File: src/rtl/tron_pkg.sv
// Shared tron constants: directions, screen limits, player start words and the
// 18-bit player word layout {alive, dir[1:0], x[7:0], y[6:0]}.
package tron_pkg;

    localparam logic [1:0] DIR_UP    = 2'd0;
    localparam logic [1:0] DIR_RIGHT = 2'd1;
    localparam logic [1:0] DIR_DOWN  = 2'd2;
    localparam logic [1:0] DIR_LEFT  = 2'd3;

    localparam int SCR_X_MAX = 159;
    localparam int SCR_Y_MAX = 119;

    localparam int PW_W       = 18;
    localparam int PW_ALIVE   = 17;
    localparam int PW_DIR_LSB = 15;
    localparam int PW_X_LSB   = 7;
    localparam int PW_Y_LSB   = 0;

    // Start words carry alive=0; a round start sets the alive bit.
    localparam logic [PW_W-1:0] P1_START = {1'b0, DIR_RIGHT, 8'd20,  7'd60};
    localparam logic [PW_W-1:0] P2_START = {1'b0, DIR_LEFT,  8'd139, 7'd60};
    localparam logic [PW_W-1:0] P3_START = {1'b0, DIR_DOWN,  8'd80,  7'd10};
    localparam logic [PW_W-1:0] P4_START = {1'b0, DIR_UP,    8'd80,  7'd109};

    typedef enum logic [3:0] {
        S_IDLE, S_INIT, S_RUN, S_MOVE0, S_MOVE1, S_MOVE2, S_MOVE3, S_CHECK, S_OVER
    } mover_state_e;

endpackage

File: src/rtl/rate_divider.sv
// Free-running modulo-DIV counter; pulse is high in the cycle the count is DIV-1.
module rate_divider #(
    parameter int DIV = 833333
) (
    input  logic CLOCK_50,
    input  logic resetn,
    input  logic clear,
    output logic pulse
);
    localparam int CW = (DIV > 1) ? $clog2(DIV) : 1;

    logic [CW-1:0] cnt_q, cnt_d;

    assign pulse = (cnt_q == CW'(DIV - 1));

    always_comb begin
        cnt_d = cnt_q + CW'(1);
        if (clear || pulse) cnt_d = '0;
    end

    always_ff @(posedge CLOCK_50 or negedge resetn) begin
        if (!resetn) cnt_q <= '0;
        else         cnt_q <= cnt_d;
    end
endmodule

File: src/rtl/player_mover.sv
// Owns position/heading/alive of the four players and steps them once per game tick.
// Define PLAYER_MOVER_WRAP_EN to wrap at the screen edges instead of killing.
module player_mover
    import tron_pkg::*;
#(
    parameter int TICK_DIV = 833333,
    parameter int X_MAX    = SCR_X_MAX,
    parameter int Y_MAX    = SCR_Y_MAX
) (
    input  logic        CLOCK_50,
    input  logic        resetn,
    input  logic [4:0]  KEY_PRESSED,
    input  logic        start,
    output logic [17:0] p1,
    output logic [17:0] p2,
    output logic [17:0] p3,
    output logic [17:0] p4,
    output logic        tick,
    output logic        game_over,
    output logic [2:0]  winner
);
`ifdef PLAYER_MOVER_WRAP_EN
    localparam bit WRAP_EN = 1'b1;
`else
    localparam bit WRAP_EN = 1'b0;
`endif
    localparam logic [7:0] XM = 8'(X_MAX);
    localparam logic [6:0] YM = 7'(Y_MAX);
    localparam logic [3:0][PW_W-1:0] START_W = {P4_START, P3_START, P2_START, P1_START};

    mover_state_e           state_q, state_d;
    logic                   start_q;
    logic [3:0][PW_W-1:0]   pw_q, pw_d;
    logic [3:0]             pend_vld_q, pend_vld_d;
    logic [3:0][1:0]        pend_dir_q, pend_dir_d;
    logic [2:0]             winner_q, winner_d;
    logic                   div_clear, div_pulse;
    logic [3:0]             kill, alive_post;
    logic                   mv_en;
    logic [1:0]             mv, hd;

    function automatic logic [PW_W-1:0] next_pos(input logic [PW_W-1:0] w, input logic [1:0] d);
        logic [PW_W-1:0] r;
        logic [7:0]      x;
        logic [6:0]      y;
        logic            wall;
        x = w[PW_X_LSB +: 8];
        y = w[PW_Y_LSB +: 7];
        case (d)
            DIR_UP:    begin wall = (y == '0); y = wall ? YM : y - 7'd1; end
            DIR_RIGHT: begin wall = (x == XM); x = wall ? '0 : x + 8'd1; end
            DIR_DOWN:  begin wall = (y == YM); y = wall ? '0 : y + 7'd1; end
            default:   begin wall = (x == '0); x = wall ? XM : x - 8'd1; end
        endcase
        if (wall && !WRAP_EN) begin
            // Killed in place: keep the old position, record the attempted heading.
            r = w;
            r[PW_ALIVE] = 1'b0;
            r[PW_DIR_LSB +: 2] = d;
        end else begin
            r = {1'b1, d, x, y};
        end
        return r;
    endfunction

    rate_divider #(.DIV(TICK_DIV)) u_div (
        .CLOCK_50 (CLOCK_50),
        .resetn   (resetn),
        .clear    (div_clear),
        .pulse    (div_pulse)
    );

    // The divider keeps running through the move pass so ticks stay TICK_DIV apart.
    assign div_clear = (state_q == S_IDLE) || (state_q == S_INIT) || (state_q == S_OVER);
    assign tick      = div_pulse && (state_q == S_RUN);
    assign game_over = (state_q == S_OVER);
    assign winner    = winner_q;
    assign p1        = pw_q[0];
    assign p2        = pw_q[1];
    assign p3        = pw_q[2];
    assign p4        = pw_q[3];

    always_comb begin
        kill       = '0;
        alive_post = '0;
        for (int i = 0; i < 4; i++) begin
            for (int j = 0; j < 4; j++) begin
                if (i != j && pw_q[i][PW_ALIVE] && pw_q[j][PW_ALIVE] &&
                    pw_q[i][PW_DIR_LSB-1:0] == pw_q[j][PW_DIR_LSB-1:0])
                    kill[i] = 1'b1;
            end
            alive_post[i] = pw_q[i][PW_ALIVE] && !kill[i];
        end
    end

    always_comb begin
        state_d    = state_q;
        pw_d       = pw_q;
        pend_vld_d = pend_vld_q;
        pend_dir_d = pend_dir_q;
        winner_d   = winner_q;
        mv_en      = 1'b0;
        mv         = 2'd0;
        hd         = 2'd0;
        case (state_q)
            S_IDLE, S_OVER: if (start && !start_q) state_d = S_INIT;
            S_INIT: begin
                for (int i = 0; i < 4; i++) begin
                    pw_d[i]           = START_W[i];
                    pw_d[i][PW_ALIVE] = 1'b1;
                end
                pend_vld_d = '0;
                winner_d   = '0;
                state_d    = S_RUN;
            end
            S_RUN:   if (div_pulse) state_d = S_MOVE0;
            S_MOVE0: begin mv_en = 1'b1; mv = 2'd0; state_d = S_MOVE1; end
            S_MOVE1: begin mv_en = 1'b1; mv = 2'd1; state_d = S_MOVE2; end
            S_MOVE2: begin mv_en = 1'b1; mv = 2'd2; state_d = S_MOVE3; end
            S_MOVE3: begin mv_en = 1'b1; mv = 2'd3; state_d = S_CHECK; end
            S_CHECK: begin
                for (int i = 0; i < 4; i++)
                    if (kill[i]) pw_d[i][PW_ALIVE] = 1'b0;
                if ($countones(alive_post) <= 1) begin
                    state_d  = S_OVER;
                    winner_d = '0;
                    for (int i = 0; i < 4; i++)
                        if (alive_post[i]) winner_d = 3'(i + 1);
                end else begin
                    state_d = S_RUN;
                end
            end
            default: state_d = S_IDLE;
        endcase

        if (mv_en) begin
            if (pw_q[mv][PW_ALIVE]) begin
                hd = pw_q[mv][PW_DIR_LSB +: 2];
                // XOR with 2'b10 gives the opposite heading; a U-turn request is dropped.
                if (pend_vld_q[mv] && pend_dir_q[mv] != (hd ^ 2'b10)) hd = pend_dir_q[mv];
                pw_d[mv] = next_pos(pw_q[mv], hd);
            end
            pend_vld_d[mv] = 1'b0;
        end

        // After the MOVE clear, so a strobe landing in MOVEn carries to the next tick.
        if (KEY_PRESSED[4] && state_q != S_IDLE && state_q != S_OVER) begin
            pend_vld_d[KEY_PRESSED[3:2]] = 1'b1;
            pend_dir_d[KEY_PRESSED[3:2]] = KEY_PRESSED[1:0];
        end
    end

    always_ff @(posedge CLOCK_50 or negedge resetn) begin
        if (!resetn) begin
            state_q    <= S_IDLE;
            start_q    <= 1'b0;
            pw_q       <= START_W;
            pend_vld_q <= '0;
            pend_dir_q <= '0;
            winner_q   <= '0;
        end else begin
            state_q    <= state_d;
            start_q    <= start;
            pw_q       <= pw_d;
            pend_vld_q <= pend_vld_d;
            pend_dir_q <= pend_dir_d;
            winner_q   <= winner_d;
        end
    end
endmodule

File: config.mk
export PLATFORM = sky130hd
export DESIGN_NAME = player_mover
export DESIGN_NICKNAME = d
export VERILOG_FILES = /design/src/rtl/tron_pkg.sv /design/src/rtl/rate_divider.sv /design/src/rtl/player_mover.sv
export SDC_FILE = /design/constraint.sdc
export NUM_CORES = 1
export LEC_CHECK = 0
export CAP_MARGIN = 25
export CORE_MARGIN = 2
export CORE_UTILIZATION = 59
export CTS_BUF_LIST = sky130_fd_sc_hd__clkbuf_2 sky130_fd_sc_hd__clkbuf_4 sky130_fd_sc_hd__clkbuf_8
export CTS_CLUSTER_DIAMETER = 30
export CTS_CLUSTER_SIZE = 40
export DETAILED_ROUTE_END_ITERATION = 12
export GPL_TIMING_DRIVEN = 1
export PLACE_DENSITY = 0.83
export SETUP_SLACK_MARGIN = 0.05
export SLEW_MARGIN = 5
export SYNTH_ARGS = -nofsm -noshare
export SYNTH_HDL_FRONTEND = slang
export SYNTH_SLANG_ARGS = --single-unit
File: constraint.sdc
create_clock -name CLOCK_50 -period 4.22 [get_ports CLOCK_50]
set_input_delay 0.844 -clock CLOCK_50 [delete_from_list [all_inputs] [get_ports CLOCK_50]]
set_output_delay 0.844 -clock CLOCK_50 [all_outputs]
set_load 0.02 [all_outputs]
Yosys cells after proc, flatten, opt, wreduce, memory -nomap -nowiden
Index checks and enable logic that the tools add are counted.

Register bits after elaboration: 112. Output and inout port bits: 77. Word-level logic and storage cells: 181.

Add/sub/neg operators: 8. Order comparisons: 5. Equality and inequality tests: 30. Multiplexer cells: 73. Bitwise logic cells: 4. Reduce and logical (&&, ||, !) cells: 48.

Operators by type and width (count): 15-bit == test (12); 72-bit 2-to-1 mux (2); 18-bit 2-to-1 mux (5); 72-bit bitwise mux (1); 17-bit 2-to-1 mux (4); 18-bit binary-select mux with 2-bit select (1); 18-bit demux with 2-bit select (1); 4-bit case mux with 8 select lines (1); 1-bit logical AND (29); 4-bit 2-to-1 mux (6); 1-bit 2-to-1 mux (23); 20-bit by 1-bit adder with 20-bit output, second input constant (1); 20-bit == test, second input constant (1); 20-bit 2-to-1 mux (1); 4-bit by 3-bit == test with 1-bit output, second input constant (4); 8-bit 2-to-1 mux (2); 8-bit case mux with 2 select lines (1); 7-bit 2-to-1 mux (2); 7-bit case mux with 2 select lines (1); 3-bit 2-to-1 mux (4); 2-bit 2-to-1 mux (5); 8-bit by 1-bit adder with 8-bit output, second input constant (1); 8-bit bitwise mux (1); 4-bit by 2-bit == test with 1-bit output, second input constant (2); other kinds (40) (57).

Logic depth before layout (Yosys ltp)
Gate-level depths: netlist (run 1).

Word-level depth: 20. Mapped depth: 15. Depth with buffers taken out: 12.

Modules after synthesis
From an unflattened synthesis (run 1), not the netlist that was laid out.

Cells, all modules: 872. Area, all modules: 7693.6 um2.

By module, submodules not included: player_mover (times used 1, cells each 765, area an instance 6657.6 um2, sequential area each 2338.5 um2); rate_divider (times used 1, cells each 107, area an instance 1036.0 um2, sequential area each 500.5 um2).

Worst setup path before layout (run 1)
No wires, ideal clock.

Path type: register to register. Start: register pw_q, in the netlist p4[13]. End: register winner_q[0], in the netlist winner[0]. Library setup time: 0.125 ns. Data arrival time: 3.116 ns. Setup slack: 0.980 ns. Stages on the path, launching flop included: 11. Period minus slack after synthesis: 3.240 ns. Cell sequence: dfstp_2 -> clkbuf_1 -> xor2_1 -> nor2_1 -> nand4_1 -> nor4_1 -> or4b_2 -> fa_1 -> o21ai_0 -> o21ai_1 -> mux2_2.

Longest elaborated chain between the ends: 12. Elaborated cells between the ends (all ways): 38. Classes of those cells: add/sub (3); order compare (1); eq/ne (7); mux (12); reduce/logical (15).

RTL lines: start: declaration (RTL line player_mover.sv:33) `logic [3:0][PW_W-1:0] pw_q, pw_d;`; start signal: assignment (RTL line player_mover.sv:164) `pw_q <= pw_d;`; 15-bit == test (RTL line player_mover.sv:89) `pw_q[i][PW_DIR_LSB-1:0] == pw_q[j][PW_DIR_LSB-1:0])`; 1-bit logical AND (RTL line player_mover.sv:88) `if (i != j && pw_q[i][PW_ALIVE] && pw_q[j][PW_ALIVE] &&`; 1-bit 2-to-1 mux (3 in a row) (RTL line player_mover.sv:88); 1-bit logical NOT (RTL line player_mover.sv:92) `alive_post[i] = pw_q[i][PW_ALIVE] && !kill[i];`; 1-bit logical AND (RTL line player_mover.sv:92); 1-bit by 1-bit adder with 2-bit output (not written as such) (RTL line player_mover.sv:124) `if ($countones(alive_post) <= 1) begin`; 2-bit by 2-bit adder with 3-bit output (not written as such) (RTL line player_mover.sv:124); 3-bit by 1-bit <= comparator with 1-bit output (RTL line player_mover.sv:124); 2-bit != test (no source line); 2-bit AND reduction (no source line); end signal: assignment (RTL line player_mover.sv:167) `winner_q <= winner_d;`; end: declaration (RTL line player_mover.sv:36) `logic [2:0] winner_q, winner_d;`.

Parallel ways exist; a longest one is shown, timed or not. The select of a mux whose other input is x is not followed. A chain may end at the register's enable or synchronous reset.

==> run_results.csv, run 1 <==
group,metric,value,unit
synth,synth_common_cells,"87 x xnor2_1, 83 x dfrtp_1, 66 x o21ai_0",
placed_design,routabilityCongestion,0.984,
die,core_area,12600,um2
die,num_rows,41,
setup_path,worst_setup_path_end_kind,"flip-flop",
timing,setup_viol,0,
setup_path,r2r_slack,0.46,ns
finish,fin_nets,890,
setup_path,slowest_delay,0.70,ns
timing,rsz0062_at_grt,"no",
setup_path,cpMostUsedCell,"nand2_1",
clock_tree,ctsRootBufferMaster,"clkbuf_8",
synth,synthCells,847,
die,ios,85,
synth,synth_edf_count,0,
grt,grt_pass1_wl,36500,um
grt,grt_pass1_vias,6461,
placed_design,place_hpwl,17000,um
clock_tree,cts.sinks,112,
setup_path,crit_family,"simple AND/OR/NAND/NOR gates",
synth,yosysMostFrequentCell,"xnor2_1",
grt,grt_overflow,0,
timing,tightest_slew,0.898,ns
grt,track_usage,35.5,%
die,fp.dieH,117,um
setup_path,critPathLaunchType,"flip-flop",
finish,area_delta_synth_final,12.9,%
finish,nFillCells,1043,
timing,fmax,266,MHz
setup_path,crit_type,"flip-flop to flip-flop",
setup_path,critPathBufInv,1,
clock_tree,worstSkewPairLatency,0.41,ns
placed_design,portBuffers,84,
synth,seq_area_frac_synth,37.6,%
detailed_routing,drtPass1Iterations,7,
setup_path,ff2ff_path_depth,11,
setup_path,cpMaxStageDelayCell,"dfrtp_1",
detailed_routing,drc,0,
setup_path,cp_max_fo,20,
grt,antenna_found_initial,0,
clock_tree,cts_resized,0,
synth,ys_warn_count,0,
timing,hold_viol,0,
finish,drive_gt1_share,12.4,%
setup_path,crit_arrival,4.03,ns
min_path,hold_end,"pend_vld_q[1]$_DFF_PN0_",
die,initial_core_util,60.1,%
timing,drv_slew,0,
setup_path,crit_chain,"nor2b_1 -> buf_4 -> nand2_1 -> o21ai_1 -> ha_1 -> o21a_1 -> and4b_1 -> or2_1 -> nand2_1 -> o21ai_0 -> a22oi_1",
timing,slew_headroom,40.2,%
synth,synth.distinct_cells,76,
synth,netlist.area_leader.share,27.5,%
clock_tree,cts_tree,"built",
synth,ys_ff_latch,112,
outcome,status,"finished clean",
clock_tree,clockBufferDepth,2,
setup_path,worstReg2RegStart,"state_q[2]$_DFFE_PN0P_",
finish,antenna_cells,0,
synth,synth_top_cell_by_area,"dfrtp_1",
clock_tree,postCtsSetupRepairBufs,0,
timing,tns,0,ns
min_path,hp-class,"flip-flop to flip-flop",
setup_path,crit_start,"state_q[2]$_DFFE_PN0P_",
finish,fin_util,67.9,%
detailed_routing,ant_nets,0,
clock_tree,cts_made_buffers,9,
min_path,whs_path_depth,1,
synth,postSynthAreaPerCell,8.92,um2
detailed_routing,wirelength,23600,um
grt,grt_max_degree,70,
timing,period_minus_slack,3.76,ns
timing,clock_skew,0.0186,ns
detailed_routing,wire_per_inst,22.4,um
detailed_routing,routed_via_density,6.47,
setup_path,cp.required,4.49,ns
setup_path,reg2reg_to,"p3[17]$_DFF_PN0_",
synth,synth_area,7550,um2
flow_run,cap_violations,0,
clock_tree,htreeDepth,3,
synth,yosys-top-cells-area,"dfrtp_1 27%, dfstp_2 10%, xnor2_1 10%, o21ai_0 4.4%, nand3_1 4.2%",
clock_tree,ctsHoldBuffers,0,
detailed_routing,drt_iter0_drc,727,
synth,ys_dominant_reg_cell,"dfrtp_1",
timing,fin_crit_sh,89.1,%
die,die_w,117,um
detailed_routing,vias,6805,
clock_tree,path_clk_slew,0.12,ns
synth,async_flop_share,100,%
min_path,min_from,"pend_vld_q[1]$_DFF_PN0_",
synth,synth_fp_nets,863,
die,die_area,13700,um2
state kept, by name (all words and copies together) (netlist names):
register	count
winner	3
p3	18
p1	18
pend_dir_q	8
u_div.cnt_q	20
state_q	4
p2	18
pend_vld_q	4
start_q	1
p4	18
cells by family (layout without fill, tap and decap cells):
kind of cell / after synthesis / in the layout / share of synthesized area [%]
xor+xnor: 119 / 119 / 13.9
mux: 40 / 40 / 5.78
flops: 112 / 112 / 37.6
compound gates: 190 / 190 / 15.7
buf+inv: 98 / 130 / 5.90
simple gates: 280 / 280 / 19.7
fa+ha+maj: 8 / 8 / 1.42
how the worst max path moves through the flow:
stage                            end  slack [ns]  cells after the start
6_report            p3[17]$_DFF_PN0_        0.46                     11
3_3_place_gp        p2[13]$_DFF_PN0_        0.62                     13
3_5_place_dp        p3[17]$_DFF_PN0_        0.59                     11
5_1_grt             p3[17]$_DFF_PN0_        0.19                     11
2_1_floorplan  winner[0]$_DFFE_PN0P_        0.98                     10
4_1_cts             p3[17]$_DFF_PN0_        0.56                     11
layer usage:
| metal | vias up | GRT usage [%] | share of wire [%] |
|---|---|---|---|
| li1 | 3050 | - | - |
| met1 | 3353 | 49.1 | 43 |
| met2 | 338 | 56.3 | 47 |
| met3 | 64 | 5.41 | 6.9 |
| met4 | 0 | 13.8 | 3.3 |
| met5 | - | 0 | 0 |
through the flow:
stage / hold slack (ns) / cell area (um2) / instances / worst slack [ns]
floorplan: 0.446 / 7550 / 847 / 0.980
global placement: 0.464 / 8340 / 1035 / 0.618
detailed placement: 0.466 / 8340 / 1035 / 0.593
CTS: 0.495 / 8530 / 1051 / 0.559
global route: 0.517 / 8530 / 1051 / 0.186
finish: 0.495 / 8530 / 1051 / 0.461
cell usage in the layout, fill, tap and decap left out, types with 9 or more instances in the layout:
master / instances
clkbuf_8: 9
nand4_1: 31
nand3_1: 63
dfrtp_1: 83
inv_1: 15
nor2_1: 60
dfstp_2: 29
or3_1: 9
clkdlybuf4s50_1: 83
mux2_2: 25
xor2_1: 31
a21oi_1: 25
o21ai_0: 66
nand2_1: 31
xnor2_1: 87
o22ai_1: 15
nor4_1: 12
buf_4: 14
mux2i_1: 14
nor3_1: 19
o21ai_1: 29
layout make-up:
| class | count | area [um2] | area share [%] |
|---|---|---|---|
| Clock buffer | 10 | 131 | 1.54 |
| Clock inverter | 6 | 55.1 | 0.645 |
| Inverter | 16 | 60.1 | 0.704 |
| Multi-Input combinational cell | 637 | 4270 | 50.1 |
| Sequential cell | 112 | 2840 | 33.3 |
| Tap cell | 172 | 215 | 2.52 |
| Timing Repair Buffer | 98 | 956 | 11.2 |
Power of run 1 is left out: the tool's default activity adds up to more than one toggle a clock period on the data nets, which glitch-free logic cannot reach.
==> run 2, diff against run 1 <==
Settings changed: ABC_AREA from default to 0.
==> results of run 2 <==
Same layout as run 1: the final DEF is identical, and so are final timing and power.
Power of run 2 is left out for the same reason.
==> run 3, diff against run 2 <==
Settings changed: SKIP_LAST_GASP from default to 1.
==> results of run 3 <==
Same layout as run 1: the final DEF is identical, and so are final timing and power.
Power of run 3 is left out for the same reason.
